`src/rtl/emu_transactor_step.sv`:
```
// Co-emulation transactor: host register file of stimulus/capture words on a byte link,
// with burst addressing and an N-cycle DUT clock-step engine that auto-captures DUT outputs.
module emu_transactor_step #(
  parameter int DATA_W       = 8,
  parameter int NUM_STIM     = 5,
  parameter int NUM_OUT      = 3,
  parameter int ADDR_W       = 3,
  parameter int CNT_W        = 16,
  parameter bit AUTO_CAPTURE = 1'b1
) (
  input  logic                        clk_emu,
  input  logic                        reset,
  input  logic [DATA_W-1:0]           Din_emu,
  output logic [DATA_W-1:0]           Dout_emu,
  input  logic [ADDR_W-1:0]           Addr_emu,
  input  logic                        wr_emu,
  input  logic                        rd_emu,
  input  logic                        burst_emu,
  input  logic                        load_emu,
  input  logic                        get_emu,
  input  logic                        step_emu,
  input  logic [CNT_W-1:0]            step_cnt,
  output logic [NUM_STIM*DATA_W-1:0]  stim_bus,
  input  logic [NUM_OUT*DATA_W-1:0]   vect_bus,
  output logic                        dut_clk_en,
  output logic                        busy_emu,
  output logic                        done_emu
);

  localparam logic [1:0] S_IDLE = 2'd0;
  localparam logic [1:0] S_RUN  = 2'd1;
  localparam logic [1:0] S_CAP  = 2'd2;

  localparam logic [ADDR_W:0] A_ONE    = (ADDR_W+1)'(1);
  localparam logic [ADDR_W:0] STIM_LIM = (ADDR_W+1)'(NUM_STIM);
  localparam logic [ADDR_W:0] OUT_LIM  = (ADDR_W+1)'(NUM_OUT);

  logic [DATA_W-1:0]          stim_q [NUM_STIM];
  logic [DATA_W-1:0]          stim_d [NUM_STIM];
  logic [DATA_W-1:0]          cap_q  [NUM_OUT];
  logic [DATA_W-1:0]          cap_d  [NUM_OUT];
  logic [NUM_STIM*DATA_W-1:0] stim_bus_q, stim_bus_d;
  logic [DATA_W-1:0]          dout_q, dout_d;
  logic [ADDR_W-1:0]          wptr_q, wptr_d, rptr_q, rptr_d;
  logic [CNT_W-1:0]           cnt_q, cnt_d;
  logic [1:0]                 state_q, state_d;
  logic                       clk_en_q, clk_en_d;
  logic                       busy_q, busy_d;
  logic                       done_q, done_d;

  logic [ADDR_W-1:0]          wr_ea, rd_ea;
  logic [ADDR_W:0]            wr_nxt, rd_nxt;

  // NOTE: every always_comb output gets a default first, so no path can infer a latch.
  always_comb begin
    stim_d     = stim_q;
    cap_d      = cap_q;
    stim_bus_d = stim_bus_q;
    dout_d     = dout_q;
    wptr_d     = wptr_q;
    rptr_d     = rptr_q;
    cnt_d      = cnt_q;
    state_d    = state_q;
    clk_en_d   = clk_en_q;
    busy_d     = busy_q;
    done_d     = 1'b0;

    wr_ea  = burst_emu ? wptr_q : Addr_emu;
    rd_ea  = burst_emu ? rptr_q : Addr_emu;
    wr_nxt = {1'b0, wr_ea} + A_ONE;
    rd_nxt = {1'b0, rd_ea} + A_ONE;

    // Out-of-range write addresses match no word and are dropped.
    if (wr_emu) begin
      for (int i = 0; i < NUM_STIM; i++) begin
        if ({1'b0, wr_ea} == (ADDR_W+1)'(i)) stim_d[i] = Din_emu;
      end
      wptr_d = (wr_nxt >= STIM_LIM) ? '0 : wr_nxt[ADDR_W-1:0];
    end

    // Reads see the registered capture words, so a same-cycle capture is not visible yet.
    if (rd_emu) begin
      dout_d = '0;
      for (int i = 0; i < NUM_OUT; i++) begin
        if ({1'b0, rd_ea} == (ADDR_W+1)'(i)) dout_d = cap_q[i];
      end
      rptr_d = (rd_nxt >= OUT_LIM) ? '0 : rd_nxt[ADDR_W-1:0];
    end

    if (load_emu) begin
      for (int i = 0; i < NUM_STIM; i++) stim_bus_d[i*DATA_W +: DATA_W] = stim_q[i];
    end

    if (get_emu || (state_q == S_CAP && AUTO_CAPTURE)) begin
      for (int i = 0; i < NUM_OUT; i++) cap_d[i] = vect_bus[i*DATA_W +: DATA_W];
    end

    case (state_q)
      S_IDLE: begin
        if (step_emu && step_cnt != '0) begin
          cnt_d    = step_cnt;
          state_d  = S_RUN;
          clk_en_d = 1'b1;
          busy_d   = 1'b1;
        end
      end
      S_RUN: begin
        cnt_d = cnt_q - CNT_W'(1);
        if (cnt_q == CNT_W'(1)) begin
          state_d  = S_CAP;
          clk_en_d = 1'b0;
          done_d   = 1'b1;
        end
      end
      S_CAP: begin
        state_d = S_IDLE;
        busy_d  = 1'b0;
      end
      default: begin
        state_d  = S_IDLE;
        clk_en_d = 1'b0;
        busy_d   = 1'b0;
      end
    endcase
  end

  // NOTE: the word arrays are ordinary flops that must come up zeroed, so they sit under reset.
  always_ff @(posedge clk_emu or posedge reset) begin
    if (reset) begin
      for (int i = 0; i < NUM_STIM; i++) stim_q[i] <= '0;
      for (int i = 0; i < NUM_OUT; i++)  cap_q[i]  <= '0;
      stim_bus_q <= '0;
      dout_q     <= '0;
      wptr_q     <= '0;
      rptr_q     <= '0;
      cnt_q      <= '0;
      state_q    <= S_IDLE;
      clk_en_q   <= 1'b0;
      busy_q     <= 1'b0;
      done_q     <= 1'b0;
    end else begin
      stim_q     <= stim_d;
      cap_q      <= cap_d;
      stim_bus_q <= stim_bus_d;
      dout_q     <= dout_d;
      wptr_q     <= wptr_d;
      rptr_q     <= rptr_d;
      cnt_q      <= cnt_d;
      state_q    <= state_d;
      clk_en_q   <= clk_en_d;
      busy_q     <= busy_d;
      done_q     <= done_d;
    end
  end

  assign stim_bus   = stim_bus_q;
  assign Dout_emu   = dout_q;
  assign dut_clk_en = clk_en_q;
  assign busy_emu   = busy_q;
  assign done_emu   = done_q;

endmodule

```
`config.mk`:
```
export PLATFORM = sky130hd
export DESIGN_NAME = emu_transactor_step
export DESIGN_NICKNAME = d
export VERILOG_FILES = /design/src/rtl/emu_transactor_step.sv
export SDC_FILE = /design/constraint.sdc
export NUM_CORES = 1
export LEC_CHECK = 0
export ABC_AREA = 1
export CORE_MARGIN = 8
export CORE_UTILIZATION = 35
export DETAILED_ROUTE_END_ITERATION = 8
export PLACE_DENSITY = 0.59
export SYNTH_ARGS = -nofsm -noshare
export SYNTH_HDL_FRONTEND = slang
export SYNTH_SLANG_ARGS = --single-unit
```
`constraint.sdc`:
```
create_clock -name clk_emu -period 6.2 [get_ports clk_emu]
set_input_delay 1.55 -clock clk_emu [delete_from_list [all_inputs] [get_ports clk_emu]]
set_output_delay 1.55 -clock clk_emu [all_outputs]
set_load 0.01 [all_outputs]
```
==> results of run 1 <==
==> Yosys cell counts, types with 6 or more instances <==
| library cell | instances | area [µm²] |
|---|---|---|
| ha_1 | 12 | 150 |
| inv_1 | 53 | 199 |
| buf_2 | 14 | 70.1 |
| o21ai_1 | 6 | 30.0 |
| nand4_1 | 10 | 62.6 |
| nand2_1 | 156 | 586 |
| o21ai_0 | 36 | 180 |
| dfrtp_1 | 139 | 3480 |
| o21a_1 | 15 | 113 |
| nor2_1 | 36 | 135 |
| nand3_1 | 77 | 385 |
| mux2_2 | 56 | 631 |
==> stage by stage <==
step	instance area (µm²)	util [%]
finish	8140	45.6
global placement	7570	42.4
CTS	8140	45.6
floorplan	6310	-
detailed placement	7570	42.4
global route	8140	45.6
==> cell usage in the layout (no fill, tap or decap), drive strengths merged <==
cell	instances
nand2	159
dfrtp	139
clkdlybuf4s50	108
nand3	80
inv	60
mux2	56
o21ai	42
nor2	40
clkbuf	21
o21a	15
ha	12
nand4	10
clkinv	5
clkinvlp	3
xor2	2
buf	2
o21bai	1
nor3b	1
a21o	1
or2	1
nor3	1
o22ai	1
a21oi	1
bufinv	1
==> power breakdown <==
part,switching [mW],total (mW),internal [mW]
registers,0.120,1.25,1.13
clock network,0.399,0.976,0.577
logic,0.262,0.632,0.370
==> cells by family after synthesis <==
kind of cell	after synthesis	synth area share [%]
multiplexers	56	9.99
AND/OR/NAND/NOR	292	21.1
XOR/XNOR	2	0.278
adder cells (fa/ha/maj)	12	2.38
AO/OA/AOI/OAI	61	5.59
flip-flops	139	55.1
buffers and inverters	82	5.53
==> worst max-delay path, delay by kind of cell <==
| kind | cells | cell delay, ps |
|---|---|---|
| simple gates | 5 | 1740 |
| buf+inv | 1 | 470 |
==> final timing paths <==
| check | endpoint | from |
|---|---|---|
| hold reg to reg | stim_q[12] | stim_q[12] |
| max in group asynchronous | stim_q[14] | reset |
| hold / removal | stim_q[12] | stim_q[12] |
| min in group asynchronous | cnt_q[14] | reset |
| setup reg to reg | cnt_q[2] | state_q[0] |
| setup / recovery | cnt_q[2] | step_emu |
==> flip-flops by register name, indices dropped and copies added (netlist names) <==
signal,cells
stim_bus,40
stim_q,40
cap_q,24
cnt_q,16
Dout_emu,8
rptr_q,3
wptr_q,3
state_q,2
busy_emu,1
done_emu,1
dut_clk_en,1
==> cell type report <==
cell class | instances | area (µm²) | area share (%)
clock inverter | 11 | 110 | 1.35
inverter | 58 | 228 | 2.80
sequential | 139 | 3480 | 42.7
clock buffer | 21 | 460 | 5.66
tap | 229 | 287 | 3.52
multi-input combinational | 423 | 2480 | 30.5
timing repair buffer | 110 | 1090 | 13.4
==> layer usage <==
layer | up-vias | GRT usage (%)
met4 | 0 | 5.20
met2 | 114 | 22.8
met3 | 19 | 4.15
met1 | 2296 | 17.8
met5 | - | 0
li1 | 2329 | -
==> results.py, run 1 <==
metrics = {
    "status": {
        "run_status": "finished, final reports clean",
    },
    "routing": {
        "drcViolationCount": 0,
        "wl_met3_um": 841,
        "highest_layer": "met4",
        "wl_per_cell_um": 15.0,
        "firstDrtPassIters": 8,
        "ant_nets": 0,
        "wl_met2_um": 7100,
        "wl_um": 14900,
        "drtIter0Drc": 208,
        "viasPerCell": 4.80,
        "wl_met1_um": 6710,
        "vias": 4758,
    },
    "clocking": {
        "tritoncts": "yes",
        "root_buffer": "clkbuf_16",
        "clk_pin_slew_ps": 60,
        "cts-resized-gates": 0,
        "cts_made_buffers": 17,
        "clk_latency_ps": 430,
        "cts_buffer_depth": 2,
        "htreeDepth": 4,
        "clock-sinks": 139,
        "post-cts-setup-buffer-count": 0,
        "postCtsHoldBufs": 0,
    },
    "synthesis": {
        "avgSynthCellArea_um2": 9.80,
        "synth_area_um2": 6310,
        "ys.flop_type": "dfrtp_1",
        "synth_edf_count": 0,
        "synth_cell_types": 33,
        "yosysWarnings": 0,
        "synth-async-reset-ratio_pct": 100,
        "synth_nets": 715,
        "synth-seq-cells": 139,
        "seq_area_frac_synth_pct": 55.1,
        "syn_inst": 644,
    },
    "sta": {
        "rsz0062_at_grt": "false",
        "final-hold-violation-count": 0,
        "tns_ps": 0,
        "skew_ps": 8.30,
        "fin_ws_ps": 2790,
        "fin_crit_sh_pct": 54.9,
        "worst_slew_pin_slew_ps": 1270,
        "holdWs_ps": 483,
        "setup_viol": 0,
        "relSlewSlack_pct": 15.0,
        "fmax_mhz": 294,
        "slew_viol_final": 0,
        "post-route-min-period_ps": 3410,
    },
    "global_route": {
        "antenna_found_initial": 0,
        "grt_first_pass_wirelength_um": 25300,
        "grtUsageTotal_pct": 14.2,
        "grt_pass1_vias": 4889,
        "grt_overflow_total": 0,
        "grt_max_degree": 86,
    },
    "setup_path": {
        "ff2ff_setup_slack_ps": 3930,
        "path_cells": "clkdlybuf4s50_1, nor3b_2, nand2_1, nand2_1, nand2_1, nand2_1",
        "reg2reg_depth": 5,
        "start_kind": "input port",
        "arrival_ps": 3770,
        "crit_top_cell": "nand2_1",
        "worstPathMaxFanout": 20,
        "critPathCaptureType": "register",
        "crit_slowest_cell": "nor3b_2",
        "slowest_delay_ps": 690,
        "critPathKind": "input port to register",
        "crit_required_ps": 6560,
    },
    "final_layout": {
        "synthToLayoutAreaGrowth_pct": 29.0,
        "final_cells": 991,
        "antenna_cells": 0,
        "final_nets": 820,
        "nFillCells": 1681,
        "drive_gt1_share_pct": 13.9,
    },
    "hold_path": {
        "hp-class": "register to register",
        "holdPathStages": 2,
    },
    "job": {
        "drv_cap": 0,
    },
    "floorplanning": {
        "start_util_pct": 35.4,
        "die_h_um": 150,
        "core-area_um2": 17800,
        "pin_count": 110,
        "die_w_um": 150,
        "row_count": 49,
        "die_area_um2": 22600,
    },
    "power_and_ir_drop": {
        "p_leak_nw": 3.66,
        "max-vdd-ir-drop_mv": 0.210,
        "finalPower_mw": 2.85,
        "power.density_nw_per_um2": 351,
    },
    "placed_design": {
        "dp_hpwl_um": 10700,
        "dp_cells": 959,
        "dpl_worst_slack_ps": 2360,
        "gp_congestion": 0.826,
        "port_buffers": 109,
    },
}
Power figures use the tool's default switching activity.
==> inputs of run 2 (changes only) <==
Clock period 6.2 ns to 3.48 ns, I/O delays scaled along.
==> results.py, run 2 (synthesis results as in run 1) <==
metrics = {
    "status": {
        "run_status": "finished, final reports clean",
    },
    "floorplanning": {
        "core-area_um2": 17800,
        "start_util_pct": 35.4,
        "die_w_um": 150,
        "die_area_um2": 22600,
        "row_count": 49,
        "pin_count": 110,
        "die_h_um": 150,
    },
    "setup_path": {
        "crit-reg2reg-launch": "state_q[0]",
        "arrival_ps": 2830,
        "crit_required_ps": 3800,
        "critPathKind": "input port to register",
        "reg2reg_depth": 2,
        "worstPathMaxFanout": 16,
        "ff2ff_setup_slack_ps": 1540,
        "start_kind": "input port",
        "reg2reg_to": "cap_q[12]",
        "critPathCaptureType": "register",
    },
    "hold_path": {
        "worstHoldStart": "Dout_emu[7]",
        "holdPathStages": 2,
        "hp-class": "register to register",
        "hold_path_end": "Dout_emu[7]",
    },
    "power_and_ir_drop": {
        "max-vdd-ir-drop_mv": 0.370,
        "p_leak_nw": 3.68,
        "finalPower_mw": 5.10,
        "power.density_nw_per_um2": 623,
    },
    "placed_design": {
        "port_buffers": 109,
        "dp_hpwl_um": 10800,
        "gp_congestion": 0.847,
    },
    "clocking": {
        "tritoncts": "yes",
        "cts_buffer_depth": 2,
        "post-cts-setup-buffer-count": 0,
        "clk_pin_slew_ps": 60,
        "cts-resized-gates": 0,
        "htreeDepth": 4,
        "root_buffer": "clkbuf_16",
        "clk_latency_ps": 420,
        "postCtsHoldBufs": 0,
        "clock-sinks": 139,
        "cts_made_buffers": 17,
    },
    "final_layout": {
        "drive_gt1_share_pct": 14.3,
        "final_common_cell": "nand2_1",
        "final_nets": 823,
        "synthToLayoutAreaGrowth_pct": 29.7,
        "antenna_cells": 0,
        "layout_common_cells": "156 x nand2_1, 139 x dfrtp_1, 108 x clkdlybuf4s50_1",
    },
    "global_route": {
        "grtUsageTotal_pct": 13.9,
        "grt_max_degree": 140,
        "antenna_found_initial": 0,
        "grt_pass1_vias": 4880,
        "grt_overflow_total": 0,
        "grt_first_pass_wirelength_um": 24700,
    },
    "sta": {
        "setup_viol": 0,
        "slew_viol_final": 0,
        "tns_ps": 0,
        "relSlewSlack_pct": 19.0,
        "fmax_mhz": 398,
        "worst_slew_pin_slew_ps": 1210,
        "post-route-min-period_ps": 2510,
        "rsz0062_at_grt": "false",
        "skew_ps": 8.83,
        "final-hold-violation-count": 0,
        "fin_crit_sh_pct": 72.2,
    },
    "routing": {
        "ant_nets": 0,
        "viasPerCell": 4.78,
        "wl_per_cell_um": 15.0,
        "drcViolationCount": 0,
        "drtIter0Drc": 320,
        "wl_um": 14900,
        "firstDrtPassIters": 4,
        "vias": 4751,
    },
    "job": {
        "drv_cap": 0,
    },
}
run 2: how the worst max path moves through the flow:
stage / from / end / slack, ps / cells after the start
floorplan: reset / Dout_emu[0] / 870 / 1
global placement: burst_emu / stim_q[13] / 630 / 8
detailed placement: burst_emu / stim_q[13] / 520 / 7
CTS: burst_emu / stim_q[13] / 960 / 7
global route: burst_emu / stim_q[14] / 720 / 7
finish: burst_emu / stim_q[13] / 970 / 7
run 2: final cells by class:
class / instances / area, µm²
Multi-Input combinational cell: 423 / 2480
Fill cell: 1669 / 9660
Timing Repair Buffer: 113 / 1130
Tap cell: 229 / 287
Clock buffer: 23 / 498
Inverter: 58 / 226
Sequential cell: 139 / 3480
Clock inverter: 8 / 83.8
run 2: stage by stage:
stage | setup WS, ps | hold WS (ps) | cell area (µm²) | util (%) | std cells
floorplan | 875 | 448 | 6310 | - | 644
global placement | 635 | 462 | 7600 | 42.6 | 962
detailed placement | 521 | 467 | 7600 | 42.6 | 962
CTS | 962 | 483 | 8190 | 45.9 | 993
global route | 716 | 496 | 8190 | 45.9 | 993
finish | 966 | 477 | 8190 | 45.9 | 993
run 2: where the power goes:
group,switching [mW],internal [mW]
combinational,0.465,0.661
clock,0.677,1.08
sequential,0.217,2.01
run 2: routing by layer:
layer | part of all wire, % | routed length (µm) | track usage, %
met1 | 45 | 6700 | 17.4
met5 | 0 | 0 | 0
met4 | 1.2 | 184 | 5.30
met2 | 48 | 7210 | 22.2
met3 | 5.3 | 794 | 4.00
run 2: critical path: stages:
cell and delay [ps]:
clkdlybuf4s50_1 560, inv_2 90, o21ai_0 390, ha_1 260, ha_1 150, nand2_1 240
o21ai_0 280
==> inputs of run 3 (changes only) <==
Clock period 3.48 ns to 2.35 ns, I/O delays scaled along.
==> results.py, run 3 (synthesis results as in run 1) <==
metrics = {
    "hold_path": {
        "worstHoldStart": "stim_q[15]",
        "hold_path_end": "stim_q[15]",
        "hp-class": "register to register",
        "holdPathStages": 2,
    },
    "floorplanning": {
        "row_count": 49,
        "start_util_pct": 35.4,
        "core-area_um2": 17800,
        "die_area_um2": 22600,
        "pin_count": 110,
        "die_h_um": 150,
        "die_w_um": 150,
    },
    "setup_path": {
        "crit-reg2reg-launch": "state_q[1]",
        "reg2reg_depth": 3,
        "reg2reg_to": "cap_q[14]",
        "critPathCaptureType": "register",
        "critPathKind": "input port to register",
        "slowest_delay_ps": 500,
        "path_cells": "clkdlybuf4s50_1, inv_2, nand2_1, nand2_1, inv_1, ha_1, inv_1, nor2_1, nand4_1, nand3_1, nand3_1, nand2_1",
        "crit_required_ps": 2710,
        "ff2ff_setup_slack_ps": 610,
        "worstPathMaxFanout": 8,
        "critPathBufInv": 4,
        "arrival_ps": 2490,
        "crit_top_cell": "nand2_1",
        "start_kind": "input port",
        "crit_slowest_cell": "clkdlybuf4s50_1",
        "path_delay_family": "simple AND/OR/NAND/NOR gates",
    },
    "clocking": {
        "cts_made_buffers": 17,
        "cts-resized-gates": 0,
        "clock-sinks": 139,
        "clk_pin_slew_ps": 60,
        "clk_latency_ps": 420,
        "post-cts-setup-buffer-count": 0,
        "tritoncts": "yes",
        "htreeDepth": 4,
        "postCtsHoldBufs": 0,
        "cts_buffer_depth": 2,
        "root_buffer": "clkbuf_16",
    },
    "status": {
        "run_status": "finished, final reports clean",
    },
    "final_layout": {
        "nFillCells": 1639,
        "final_common_cell": "nand2_1",
        "layout_common_cells": "156 x nand2_1, 139 x dfrtp_1, 108 x clkdlybuf4s50_1",
        "final_nets": 840,
        "synthToLayoutAreaGrowth_pct": 33.3,
        "antenna_cells": 0,
        "drive_gt1_share_pct": 16.2,
    },
    "placed_design": {
        "gp_congestion": 0.914,
        "port_buffers": 109,
        "dp_hpwl_um": 11100,
    },
    "power_and_ir_drop": {
        "finalPower_mw": 7.78,
        "p_leak_nw": 3.81,
        "max-vdd-ir-drop_mv": 0.542,
        "power.density_nw_per_um2": 925,
    },
    "sta": {
        "fin_crit_sh_pct": 90.4,
        "post-route-min-period_ps": 2120,
        "slew_viol_final": 0,
        "fmax_mhz": 471,
        "setup_viol": 0,
        "rsz0062_at_grt": "false",
        "holdWs_ps": 478,
        "final-hold-violation-count": 0,
        "relSlewSlack_pct": 36.6,
        "skew_ps": 6.70,
        "worst_slew_pin_slew_ps": 950,
    },
    "job": {
        "drv_cap": 0,
    },
    "global_route": {
        "grtUsageTotal_pct": 14.1,
        "grt_overflow_total": 0,
        "grt_pass1_vias": 4946,
        "antenna_found_initial": 0,
        "grt_first_pass_wirelength_um": 25100,
        "grt_max_degree": 69,
    },
    "routing": {
        "firstDrtPassIters": 5,
        "drcViolationCount": 0,
        "wl_per_cell_um": 14.8,
        "ant_nets": 0,
        "drtIter0Drc": 325,
        "viasPerCell": 4.80,
        "vias": 4850,
        "wl_um": 15000,
    },
}
[run 3: report_power, final]
| part | internal (mW) | switching [mW] | total [mW] |
|---|---|---|---|
| Combinational | 1.01 | 0.700 | 1.71 |
| Sequential | 2.97 | 0.331 | 3.30 |
| Clock | 1.74 | 1.03 | 2.77 |
| Total | 5.72 | 2.06 | 7.78 |
[run 3: worst max-delay path by stage]
stage	from	endpoint	slack [ps]	cells past startpoint
global placement	burst_emu	Dout_emu[7]	-90	11
detailed placement	burst_emu	Dout_emu[1]	-190	12
CTS	burst_emu	Dout_emu[1]	240	12
global route	burst_emu	Dout_emu[0]	50	12
finish	burst_emu	Dout_emu[2]	230	12
floorplan	reset	Dout_emu[0]	30	1
[run 3: routing by layer]
layer  part of all wire [%]  up-vias  global-route usage, %
met5                      0        -                      0
met4                    1.4        0                   5.05
met3                    5.4       14                   3.64
met2                     48      150                   23.2
met1                     45     2319                   17.5
li1                       -     2367                      -
[run 3: worst reg2reg max path, delay by kind of cell, from the launching register on]
kind                   cells  cell delay [ps]
buffers and inverters      1               90
muxes                      1              420
AOI/OAI and AO/OA          1              740
DFF                        1              360
[run 3: final cells by class]
| type | instances | area (µm²) | area share, % |
|---|---|---|---|
| Sequential cell | 139 | 3480 | 41.3 |
| Multi-Input combinational cell | 423 | 2480 | 29.5 |
| Timing Repair Buffer | 130 | 1320 | 15.7 |
| Clock buffer | 20 | 457 | 5.43 |
| Tap cell | 229 | 287 | 3.41 |
| Inverter | 58 | 226 | 2.69 |
| Clock inverter | 12 | 163 | 1.93 |
[run 3: per-stage QoR]
step	cells	cell area (µm²)	util [%]	TNS, ps	worst slack, ps
after floorplan	644	6310	-	0	27.4
after global placement	979	7790	43.7	-563	-89.7
after detailed placement	979	7790	43.7	-2410	-189
after CTS	1011	8410	47.2	0	245
after global routing	1011	8410	47.2	0	53.2
final	1011	8410	47.2	0	227
